**config.mk**
```make
export PLATFORM = sky130hd
export DESIGN_NAME = zoom_sequencer
export DESIGN_NICKNAME = d
export VERILOG_FILES = /design/src/rtl/zoom_sequencer.sv
export SDC_FILE = /design/constraint.sdc
export NUM_CORES = 1
export LEC_CHECK = 0
export ABC_AREA = 1
export CELL_PAD_IN_SITES_DETAIL_PLACEMENT = 2
export CELL_PAD_IN_SITES_GLOBAL_PLACEMENT = 2
export CORE_AREA = 2 2 149 151
export DETAILED_ROUTE_END_ITERATION = 8
export DIE_AREA = 0 0 151 153
export GPL_ROUTABILITY_DRIVEN = 0
export PLACE_DENSITY_LB_ADDON = 0.05
export SKIP_CTS_REPAIR_TIMING = 1
export SYNTH_ARGS = -nofsm -noshare
export SYNTH_HDL_FRONTEND = slang
export SYNTH_SLANG_ARGS = --single-unit
```
**constraint.sdc**
```tcl
create_clock -name clk -period 8.3 [get_ports clk]
set_input_delay 0.83 -clock clk [delete_from_list [all_inputs] [get_ports clk]]
set_output_delay 0.83 -clock clk [all_outputs]
set_load 0.01 [all_outputs]
```
**src/rtl/zoom_sequencer.sv**
```systemverilog
// Frame scaler sequencer: walks the destination raster, fetches source pixels (one per output
// pixel, or an FxF block in block-average zoom-out), and emits one destination write per pixel.
module zoom_sequencer #(
  parameter int unsigned SRC_W = 160,
  parameter int unsigned SRC_H = 120
) (
  input  logic        clk,
  input  logic        reset,
  input  logic        start_pulse,
  input  logic [1:0]  algorithm_select,
  input  logic [2:0]  zoom_level,
  output logic        src_rd_en,
  output logic [14:0] src_addr,
  input  logic [7:0]  src_rdata,
  output logic        dst_we,
  output logic [18:0] dst_addr,
  output logic [7:0]  dst_wdata,
  input  logic        dst_ready,
  output logic        busy,
  output logic        done,
  output logic        error,
  output logic [9:0]  dst_width,
  output logic [8:0]  dst_height
);

  typedef enum logic [2:0] {StIdle, StRd, StCap, StWr, StDone} state_e;

  state_e      state_q, state_d;
  logic        cfg_out_q, cfg_out_d;
  logic [1:0]  cfg_k_q, cfg_k_d;
  logic [1:0]  cfg_sub_k_q, cfg_sub_k_d;
  logic [9:0]  dx_q, dx_d;
  logic [8:0]  dy_q, dy_d;
  logic [1:0]  sub_x_q, sub_x_d;
  logic [1:0]  sub_y_q, sub_y_d;
  logic [11:0] acc_q, acc_d;
  logic [18:0] dst_addr_q, dst_addr_d;
  logic [7:0]  dst_wdata_q, dst_wdata_d;
  logic        done_q, done_d;
  logic        error_q, error_d;
  logic [9:0]  width_q, width_d;
  logic [8:0]  height_q, height_d;

  logic        start_bad;
  logic [1:0]  k_new;
  logic [9:0]  w_new;
  logic [8:0]  h_new;
  logic [1:0]  sub_max;
  logic        first_sub, last_sub, last_col, last_row;
  logic [14:0] sx, sy;

  // Start-time decode of the requested zoom.
  always_comb begin
    k_new = 2'd0;
    w_new = 10'(SRC_W);
    h_new = 9'(SRC_H);
    case (zoom_level)
      3'd0: begin k_new = 2'd2; w_new = 10'(SRC_W >> 2); h_new = 9'(SRC_H >> 2); end
      3'd1: begin k_new = 2'd1; w_new = 10'(SRC_W >> 1); h_new = 9'(SRC_H >> 1); end
      3'd3: begin k_new = 2'd1; w_new = 10'(SRC_W << 1); h_new = 9'(SRC_H << 1); end
      3'd4: begin k_new = 2'd2; w_new = 10'(SRC_W << 2); h_new = 9'(SRC_H << 2); end
      default: ;
    endcase
  end

  assign start_bad = (zoom_level > 3'd4) || algorithm_select[1];

  // Sub-sample grid is 1x1 except for block-average zoom-out.
  assign sub_max   = 2'((3'd1 << cfg_sub_k_q) - 3'd1);
  assign first_sub = (sub_x_q == 2'd0) && (sub_y_q == 2'd0);
  assign last_sub  = (sub_x_q == sub_max) && (sub_y_q == sub_max);
  assign last_col  = (dx_q == width_q - 10'd1);
  assign last_row  = (dy_q == height_q - 9'd1);

  assign sx = cfg_out_q ? ((15'(dx_q) << cfg_k_q) + 15'(sub_x_q)) : (15'(dx_q) >> cfg_k_q);
  assign sy = cfg_out_q ? ((15'(dy_q) << cfg_k_q) + 15'(sub_y_q)) : (15'(dy_q) >> cfg_k_q);

  always_comb begin
    state_d     = state_q;
    cfg_out_d   = cfg_out_q;
    cfg_k_d     = cfg_k_q;
    cfg_sub_k_d = cfg_sub_k_q;
    dx_d        = dx_q;
    dy_d        = dy_q;
    sub_x_d     = sub_x_q;
    sub_y_d     = sub_y_q;
    acc_d       = acc_q;
    dst_addr_d  = dst_addr_q;
    dst_wdata_d = dst_wdata_q;
    done_d      = done_q;
    error_d     = error_q;
    width_d     = width_q;
    height_d    = height_q;
    unique case (state_q)
      StIdle: begin
        if (start_pulse) begin
          done_d  = 1'b0;
          error_d = 1'b0;
          if (start_bad) begin
            done_d  = 1'b1;
            error_d = 1'b1;
          end else begin
            cfg_out_d   = (zoom_level < 3'd2);
            cfg_k_d     = k_new;
            cfg_sub_k_d = ((algorithm_select == 2'b01) && (zoom_level < 3'd2)) ? k_new : 2'd0;
            width_d     = w_new;
            height_d    = h_new;
            dx_d        = '0;
            dy_d        = '0;
            sub_x_d     = '0;
            sub_y_d     = '0;
            acc_d       = '0;
            dst_addr_d  = '0;
            state_d     = StRd;
          end
        end
      end
      StRd: state_d = StCap;
      StCap: begin
        acc_d = first_sub ? {4'd0, src_rdata} : acc_q + {4'd0, src_rdata};
        if (last_sub) begin
          sub_x_d     = '0;
          sub_y_d     = '0;
          dst_wdata_d = 8'(acc_d >> {cfg_sub_k_q, 1'b0});
          state_d     = StWr;
        end else begin
          if (sub_x_q == sub_max) begin
            sub_x_d = '0;
            sub_y_d = sub_y_q + 2'd1;
          end else begin
            sub_x_d = sub_x_q + 2'd1;
          end
          state_d = StRd;
        end
      end
      StWr: begin
        if (dst_ready) begin
          dst_addr_d = dst_addr_q + 19'd1;
          state_d    = StRd;
          if (last_col) begin
            dx_d = '0;
            if (last_row) begin
              dy_d    = '0;
              done_d  = 1'b1;
              state_d = StDone;
            end else begin
              dy_d = dy_q + 9'd1;
            end
          end else begin
            dx_d = dx_q + 10'd1;
          end
        end
      end
      StDone: state_d = StIdle;
      default: state_d = StIdle;
    endcase
  end

  always_ff @(posedge clk or posedge reset) begin
    if (reset) begin
      state_q     <= StIdle;
      cfg_out_q   <= 1'b0;
      cfg_k_q     <= '0;
      cfg_sub_k_q <= '0;
      dx_q        <= '0;
      dy_q        <= '0;
      sub_x_q     <= '0;
      sub_y_q     <= '0;
      acc_q       <= '0;
      dst_addr_q  <= '0;
      dst_wdata_q <= '0;
      done_q      <= 1'b0;
      error_q     <= 1'b0;
      width_q     <= 10'(SRC_W);
      height_q    <= 9'(SRC_H);
    end else begin
      state_q     <= state_d;
      cfg_out_q   <= cfg_out_d;
      cfg_k_q     <= cfg_k_d;
      cfg_sub_k_q <= cfg_sub_k_d;
      dx_q        <= dx_d;
      dy_q        <= dy_d;
      sub_x_q     <= sub_x_d;
      sub_y_q     <= sub_y_d;
      acc_q       <= acc_d;
      dst_addr_q  <= dst_addr_d;
      dst_wdata_q <= dst_wdata_d;
      done_q      <= done_d;
      error_q     <= error_d;
      width_q     <= width_d;
      height_q    <= height_d;
    end
  end

  assign src_rd_en  = (state_q == StRd);
  assign src_addr   = sy * 15'(SRC_W) + sx;
  assign dst_we     = (state_q == StWr);
  assign dst_addr   = dst_addr_q;
  assign dst_wdata  = dst_wdata_q;
  assign busy       = (state_q == StRd) || (state_q == StCap) || (state_q == StWr);
  assign done       = done_q;
  assign error      = error_q;
  assign dst_width  = width_q;
  assign dst_height = height_q;

endmodule

```
======== Yosys cells after proc, flatten, opt, wreduce, memory -nomap -nowiden ========
Cells that the tools add are included.
storage, ports and cells
  flip-flop bits (word level) ............. 91
  input bits .............................. 17
  output and inout port bits .............. 66
  word-level logic and storage cells ...... 123
cells by class
  add/subtract/negate cells ............... 12
  $mul .................................... 1
  magnitude comparators ................... 2
  eq/ne operators ......................... 17
  shift operators ......................... 6
  mux-type cells .......................... 46
  bitwise logic cells ..................... 1
  reduce and logical (&&, ||, !) cells .... 23
operators by type and width
  cell                     count
  $mux W19                 3
  $mux W9                  5
  $mux W10                 4
  $pmux W10 S4             1
  $pmux W19 S2             1
  $mux W12                 3
  $pmux W9 S4              1
  $add A15 B2 Y15          2
  $mux W15                 2
  $pmux W12 S2             1
  $pmux W10 S2             1
  $add A19 B1 Y19 const B  1
  $pmux W9 S2              1
  $mux W2                  8
  $add A15 B15 Y15         1
  $mul A15 B3 Y10 const B  1
  $mux W3                  5
  $shl A10 B2 Y15          1
  $shl A9 B2 Y15           1
  $shr A10 B2 Y15          1
  $shr A9 B2 Y15           1
  $add A12 B8 Y12          1
  $pmux W2 S2              3
  $pmux W3 S4              1
  33 further kinds         58

======== Logic depth before layout (Yosys ltp) ========
Gate-level depths: netlist (run 1).
  depth after elaboration ................. 6
  mapped depth ............................ 31
  gate-level depth less buffers ........... 29

======== Least setup slack after synthesis (run 1) ========
OpenSTA, ideal clock, no wires.
  path kind ............................... reg-to-output
  start ................................... register cfg_k_q[0]
  end ..................................... output port src_addr[14]
  arrival time ............................ 4.334 ns
  data required time ...................... 7.470 ns
  setup slack ............................. 3.136 ns
  stages on the path, launching flop included .. 32
  path buffers ............................ 2
  cells stage by stage .................... dfrtp_1 > buf_6 > inv_4 > buf_12 > nand2_1 > nor2_1 > ha_1 > inv_1 > fa_1 > nor2_1 > inv_1 > nor2_2 > inv_1 > o21ai_1 > a21oi_1 > a211oi_2 > ha_1 > ha_1 > inv_1 > o21ai_0 > a31oi_1 > xor2_1 > inv_1 > ha_1 > inv_1 > nor4_1 > nand2_1 > o311ai_0 > a31oi_1 > inv_1 > nand2_1 > nand2_1
between the ends
  longest elaborated chain between the ends .. 5
  elaborated cells on any way between the ends .. 10
  those cells by class .................... add/sub: 3; mul: 1; shift: 4; mux: 2
RTL lines
  element                 RTL line  text
  start, declared         30        logic [1:0] cfg_k_q, cfg_k_d;
  start signal, assigned  179       cfg_k_q <= cfg_k_d;
  $shl A9 B2 Y15          76        assign sy = cfg_out_q ? ((15'(dy_q) << cfg_k_q) + 15'(sub_y_q)) : (15'(dy_q) >> cfg_k_q);
  $add A15 B2 Y15         76
  $mux W15                76
  $mul A15 B3 Y10         196       assign src_addr = sy * 15'(SRC_W) + sx;
  $add A15 B15 Y15 *      196
  end, declared           13        output logic [14:0] src_addr,
Mark *: on every way between the ends. The rest lies on a longest branch, timed or not.

======== Worst setup path in the final report (run 1) ========
Same ends and word-level chain as after synthesis.

==> results.txt, run 1 <==
* Overall fraction of global-route tracks in use: 0.219
- Signal arrival time at the worst endpoint: 5.71 ns
- Effective utilization at floorplan: 0.345
- Summed over all instances, the cell type with the most area after synthesis is sky130_fd_sc_hd__dfrtp_1.
- In this run the tightest slew margin relative to its limit is 0.421.
* Horizontal die dimension: 151 um
* Count of cell types in the netlist: 62
- Type of the worst setup path: reg -> out
* WL/cell: ~17 um
- Number of max-capacitance violations reported: 0
* Fmax: approximately 150 MHz
- The compound-cell area share of the yosys netlist is 0.154.
- Filler-free cell count of the finished design: around 1400
- In the layout the commonest cells are sky130_fd_sc_hd__nand2_1, sky130_fd_sc_hd__inv_1, sky130_fd_sc_hd__nor2_1.
* Detailed Route Iter0 Violations: approximately 200
- Buffer type at the clock tree root: sky130_fd_sc_hd__clkbuf_16
- Top sig layer: met4
- Of all nets on the critical path, the largest fanout is 20.
* Met1 routed wirelength after detailed routing: 11.9 mm
- TritonCTS buffer count: 9
- The worst setup path is captured at a primary output.
* Multiplexer share of the synthesized area: 0.00270
* Portion of the post-synthesis area used by sequential elements: 0.285
- Yosys reg bits: between 80 and 90
- Post-Layout Inst Area: roughly 8600 um^2
- After global routing the overflow that remains totals 0.
* Number of placed instances with taps included: around 1400
* CTS HTree Levels: 3
- STA puts the critical path data required time at about 7.5 ns.
* Met2 Routed Length: between 10 and 15 mm
- Antenna violations before repair: 0
- Largest cells by area after synthesis: sky130_fd_sc_hd__dfrtp_1, sky130_fd_sc_hd__nand2_1, sky130_fd_sc_hd__inv_1
* Synthesized instance count: roughly 1100
- Of the total synthesized cell area, the portion taken by AND, OR, NAND and NOR gates is 0.295.
* Setup repair after global routing missed its margin: false
- Entering global routing, the biggest net connects 64 pins.
- In the routed layout, each cell is associated on average with a via count of 5.18.
- Total power for the finished layout comes to around 3.4 mW.
- The first detailed-routing pass took 4 iterations.
* Ratio of cells with drive above 1 in the final layout: 0.0895
- The min-delay analysis places its worst path in the category reg -> reg.
- Of the total synthesized cell area, the portion taken by full adders, half adders and majority gates is 0.0827.
- Final Hold Vio Count: 0
- The synthesized design contains 0 enable-type register cells.
- Max rail drop VDD: roughly 190 uV
- The first global-routing pass estimated 40.7 mm of wire.
- Number of nets in the layout: ~1200
- 83 I/O pins were placed.
- From bottom edge to top edge, the die measures roughly 150 um.
- Met3 WL: about 450 um
- Post-route worst hold slack: ~0.5 ns
- Wires add up to 24.0 mm.
* HPWL after detailed placement: approximately 19 mm
- Each instance of the synthesized netlist takes up on average between 7 and 8 um^2.
- During synthesis, Yosys emitted a total of 0 warnings.
- For the pin with the worst max-slew slack, the measured transition is between 0.8 and 0.9 ns.
- Fraction of synthesized cell area taken by the top area cell type: 0.263
- Final-report setup violation count: 0
* Source-to-sink clock delay at the later pin of the worst-skew pair: roughly 0.36 ns
* Source of the worst register-to-register timing path: cfg_out_q
* Die Footprint: 23100 um^2
- Number of clock sinks: 84
- Period utilization: 0.788
* Post-Route Setup TNS: 0 ns
- Leaving out fill and tap cells, the most frequent cell in the layout is sky130_fd_sc_hd__nand2_1.
- The final max-slew violation count is 0.
- Maximum clock insertion buffer count: 2
- Clock-pin slew of the registers on the worst-case setup and hold paths: about 0.070 ns
- CP max stage cell: sky130_fd_sc_hd__clkdlybuf4s50_1
- The flow ran to the end, and the final reports show no timing, DRC or antenna violations.
- The placed instances occupy a cell area of ~8300 um^2.
- Remaining routing DRC violations: 0
- Number of antenna diodes: 0
* Leakage power figure: between 3 and 4 nW
* Capturing element of the worst setup path: src_addr[14]
- Input and output buffers added on the ports amount to between 70 and 80.
- Critical Path Source: cfg_k_q[0]
- Number of antenna-violating nets in the routed design: 0
- Combinational family with the most area after synthesis: simple AND/OR/NAND/NOR gates
- Cell count of the worst reg-to-reg path: 12
* Reg-to-reg slack, setup: between 5 and 6 ns
- After synthesis the cells add up to between 7000 and 8000 um^2.
* Number of fillers in the final layout: between 2000 and 3000
- For this run, the slowest stage of the critical path takes between 0.5 and 0.6 ns.
- Worst Clk Skew: 0.0128 ns
* Power per cell area: 397 nW/um^2
- Destination of the worst register-to-register timing path: done
- Fraction of registers with async set/reset: 1.00
- Number of global-route vias before repair: 7869
- The routed layout has approximately 7200 vias.
- The floorplan step defined a core boundary enclosing 21500 um^2.
* FP Rows: between 50 and 60
* Area share of xor/xnor cells in the synthesized design: 0.0633
- The most used flip-flop cell after synthesis is sky130_fd_sc_hd__dfrtp_1.
* CTS tree: built
* Post-layout minimum cycle time: between 6 and 7 ns
* Crit path top cell by count: sky130_fd_sc_hd__inv_1
- The worst setup path is launched from a flop.
- Signed area change from the synthesized netlist to the final layout: 16.4%
## flip-flops by register name, summed over array words and instances (netlist names)
| name | cells |
|---|---|
| sub_y_q | 2 |
| state_q | 3 |
| acc_q | 12 |
| error | 1 |
| dst_height | 6 |
| dx_q | 10 |
| dy_q | 9 |
| dst_width | 6 |
| dst_wdata | 8 |
| done | 1 |
| cfg_out_q | 1 |
| cfg_sub_k_q | 2 |
| sub_x_q | 2 |
| cfg_k_q | 2 |
| dst_addr | 19 |
## worst max-delay path: cells and delay by family (launching register included)
kind / cells / cell delay, ns
adders and majority gates: 5 / 1.54
buffers and inverters: 9 / 1.25
and+or+nand+nor: 8 / 1.07
AOI/OAI and AO/OA: 7 / 0.93
DFF: 1 / 0.41
xor gates and xnor gates: 1 / 0.16
## where the power goes
group          switching (mW)  internal (mW)  total (mW)  leakage, nW
sequential              0.163          0.545       0.708         1.09
combinational            1.35          0.960        2.31         2.69
clock                   0.199          0.211       0.410        0.141
total                    1.71           1.72        3.43         3.92
## synth_stat cells (all sizes together) (2+ instances only)
| cell type | count |
|---|---|
| buf | 31 |
| dfstp | 6 |
| inv | 160 |
| nand2 | 237 |
| xnor2 | 14 |
| a31oi | 4 |
| mux2i | 2 |
| or2 | 6 |
| nor3b | 2 |
| fa | 5 |
| nor3 | 25 |
| nor4 | 3 |
| ha | 41 |
| o221ai | 7 |
| a21o | 2 |
| nor2 | 92 |
| o22ai | 19 |
| nand4 | 24 |
| o211ai | 2 |
| dfrtp | 78 |
| nand3b | 4 |
| o21ai | 90 |
| nand3 | 79 |
| xor2 | 37 |
| a211oi | 5 |
| clkbuf | 7 |
| a21oi | 58 |
## how the worst min path moves through the flow
stage / start / end / slack, ns / cells after the start
floorplan: dy_q[1] / dy_q[1] / 0.48 / 2
global placement: dst_addr[17] / dst_addr[17] / 0.48 / 1
detailed placement: dst_wdata[0] / dst_wdata[0] / 0.50 / 2
CTS: dst_wdata[0] / dst_wdata[0] / 0.52 / 2
global route: done / done / 0.54 / 2
finish: dst_wdata[0] / dst_wdata[0] / 0.50 / 2
## area by class of cell
cell class | count | area (um^2) | share of cell area
multi-input combinational | 774 | 4450 | 0.516
sequential | 84 | 2110 | 0.244
timing repair buffer | 83 | 818 | 0.0948
inverter | 160 | 607 | 0.0703
tap | 280 | 350 | 0.0406
clock buffer | 9 | 225 | 0.0261
clock inverter | 7 | 70.1 | 0.00812
## kinds of logic (layout without fill, tap and decap cells)
kind of cell / Yosys count / in the layout
multiplexers: 2 / 2
other: 1 / 5
adder cells (fa/ha/maj): 46 / 46
XOR/XNOR: 52 / 52
flip-flops: 84 / 84
AO/OA/AOI/OAI: 195 / 195
AND/OR/NAND/NOR: 474 / 474
buffers and inverters: 198 / 259
## per-stage QoR
stage / utilization / worst slack, ns
global route: 0.402 / 1.22
global placement: 0.388 / 2.28
detailed placement: 0.388 / 2.06
CTS: 0.402 / 1.65
floorplan: - / 3.14
finish: 0.402 / 1.76
## routing by layer
layer,up-vias,GRT usage
li1,3566,-
met1,3561,0.305
met2,89,0.366
met3,20,0.0230
met4,0,0.0467
met5,-,0
No activity file was read; power rests on OpenSTA's default activity.
==> run 2, diff against run 1 <==
Settings changed: CORE_AREA 2 2 149 151 to 2 2 153 155, DIE_AREA 0 0 151 153 to 0 0 155 157.
Clock period 8.3 ns to 6.3 ns, I/O delays scaled along.
==> results.txt, run 2 (synthesis gave the netlist of run 1 again) <==
* Outcome: finished clean
* Number of global-route vias before repair: between 7000 and 8000
* TritonCTS buffer count: 9
* Power per cell area: roughly 540 nW/um^2
* Total Power: 4.75 mW
- The worst path meets setup with 0.431 ns of slack.
* Signed area change from the synthesized netlist to the final layout: 18.7%
- In the final layout, the share of cells above drive strength 1 is 0.105.
- WL/cell: 17.6 um
- CTS tree: built
- Leading cell types in the layout, fill and taps excluded: sky130_fd_sc_hd__nand2_1, sky130_fd_sc_hd__inv_1, sky130_fd_sc_hd__nor2_1
- Final-report setup violation count: 0
- Clock-pin slew of the registers on the worst-case setup and hold paths: around 0.07 ns
- Slew Limit Headroom: 0.449
- Hold WC Path Type: reg -> reg
- In this run the clock root is driven by a sky130_fd_sc_hd__clkbuf_16.
- Period utilization: 0.932
* Worst Clk Skew: 0.0123 ns
- Using the TritonRoute via totals, the vias-per-cell ratio works out to between 5 and 6.
- Entering global routing, the biggest net connects 52 pins.
* FP Rows: 55
- Setup repair after global routing left no endpoint under its margin.
- Boundary Pins: just over 80
- The library cell used most frequently in the layout, excluding fill and tap cells, is sky130_fd_sc_hd__nand2_1.
- Detailed Route Iter0 Violations: ~260
- Flip-flop and latch area: roughly 2100 um^2
- Number of clock sinks: 84
- For the worst setup path, the data arrival time is 5.24 ns.
- The hold violation count in the final report is 0.
- Critical Path RT: 5.67 ns
- At the pin with the least slew margin, the transition time is between 0.8 and 0.9 ns.
- Number of antenna-violating nets in the routed design: 0
- On the critical path the largest part of the delay comes from adder cells.
* Worst slack at placement: 0.282 ns
* Number of fillers in the final layout: around 2700
- The clock passes through at most 2 buffers.
- Source-to-sink clock delay at the later pin of the worst-skew pair: 0.36 ns
- Core outline area: between 20000 and 25000 um^2
- Once detailed placement completed, the half-perimeter wirelength came to 19.2 mm.
- Together, buffers and inverters on the worst path number 6.
* Via total after detailed routing: 7295
- The initial antenna violation count is 0.
- Number of nets in the layout: approximately 1200
- Maximum cell stage delay along the critical path: ~0.55 ns
- The first global-routing pass estimated around 41 mm of wire.
- Leakage power figure: 4.00 nW
- Number of max-capacitance violations reported: 0
* Final Slew Violations: 0
* Critical path startpoint category: flop
- The register with the most flip-flops in the layout has 19 of them.
- 0 antenna diodes ended up in the layout.
- The initial utilization of the core area, before any placement, comes to 0.329.
- Based on the critical path, the design can be clocked at up to roughly 170 MHz.
- DR pass1 iterations: 4
* Horizontal die dimension: around 160 um
* Die Y-Extent: 157 um
- Input and output buffers added on the ports amount to 78.
- Along the worst path, the maximum fanout reaches 5.
* Post-layout minimum cycle time: 5.87 ns
- STA classifies the critical path endpoint as a primary output.
- Among all stages on the critical path, the largest delay is contributed by sky130_fd_sc_hd__clkdlybuf4s50_1.
* Die Footprint: 24300 um^2
* Remaining routing DRC violations: 0
* Drt total wl: between 20 and 25 mm
- The worst setup path is of the reg -> out kind.
- Overflow left after global routing: 0
- In this run the number of H-tree levels came out at 3.
* Max rail drop VDD: 305 uV
* CP cell instances: inv_4 -> nand2_1 -> nor2_1 -> ha_1 -> inv_1 -> fa_2 -> o22ai_1 -> a21oi_2 -> inv_1 -> ha_1 -> ha_1 -> inv_1 -> fa_1 -> inv_1 -> ha_1 -> nand2_1 -> nor3_1 -> a21oi_1 -> nor2_1 -> o21ai_0 -> nand2_1 -> xor2_1 -> clkdlybuf4s50_1
* Overall fraction of global-route tracks in use: 0.213
- Area used by multi-input combinational logic: 4510 um^2
run 2: final timing paths:
kind,to,startpoint,slack (ns),depth (start not counted)
worst min register to register,done,done,0.51,2
min in group asynchronous,acc_q[0],reset,0.67,2
max in group asynchronous,cfg_k_q[0],reset,4.43,3
worst min-delay path,done,done,0.51,2
worst max register to register,done,cfg_out_q,3.38,12
worst max-delay path,src_addr[12],cfg_k_q[0],0.43,23
run 2: worst min-delay path, cell delays in order (launching register included):
cell and delay, ns:
sky130_fd_sc_hd__dfrtp_1 0.36, sky130_fd_sc_hd__nand2_1 0.06, sky130_fd_sc_hd__nand2_1 0.05
run 2: report_power, final:
group	leakage (nW)	internal [mW]	switching [mW]	total [mW]
Sequential	1.09	0.720	0.200	0.919
Clock	0.163	0.355	0.266	0.621
Combinational	2.75	1.33	1.88	3.21
run 2: final cells by class:
class                      instances  share of cell area
clock buffer                       9              0.0256
clock inverter                     7              0.0117
tap                              285              0.0405
multi-input combinational        774               0.512
timing repair buffer              92               0.101
inverter                         160              0.0690
sequential                        84               0.240
run 2: layer usage:
metal  GRT usage  wire length, um  vias up
met4      0.0485              267        0
met1       0.293            12300     3625
li1            -                -     3580
met3      0.0195              368       14
met2       0.362            11900       76
met5           0                0        -
run 2: through the flow:
step	util	hold slack, ns	instances	area (um^2)	setup TNS (ns)
global route	0.391	0.551	1411	8800	0
global placement	0.372	0.481	1391	8380	0
CTS	0.387	0.515	1407	8710	-0.156
floorplan	-	0.484	1056	7430	0
finish	0.391	0.506	1411	8800	0
detailed placement	0.372	0.485	1391	8380	0
==> run 3, diff against run 2 <==
Settings changed: CTS_CLUSTER_SIZE set to 16.
==> results of run 3 <==
No change in the layout: final DEF, timing and power equal those of run 2.
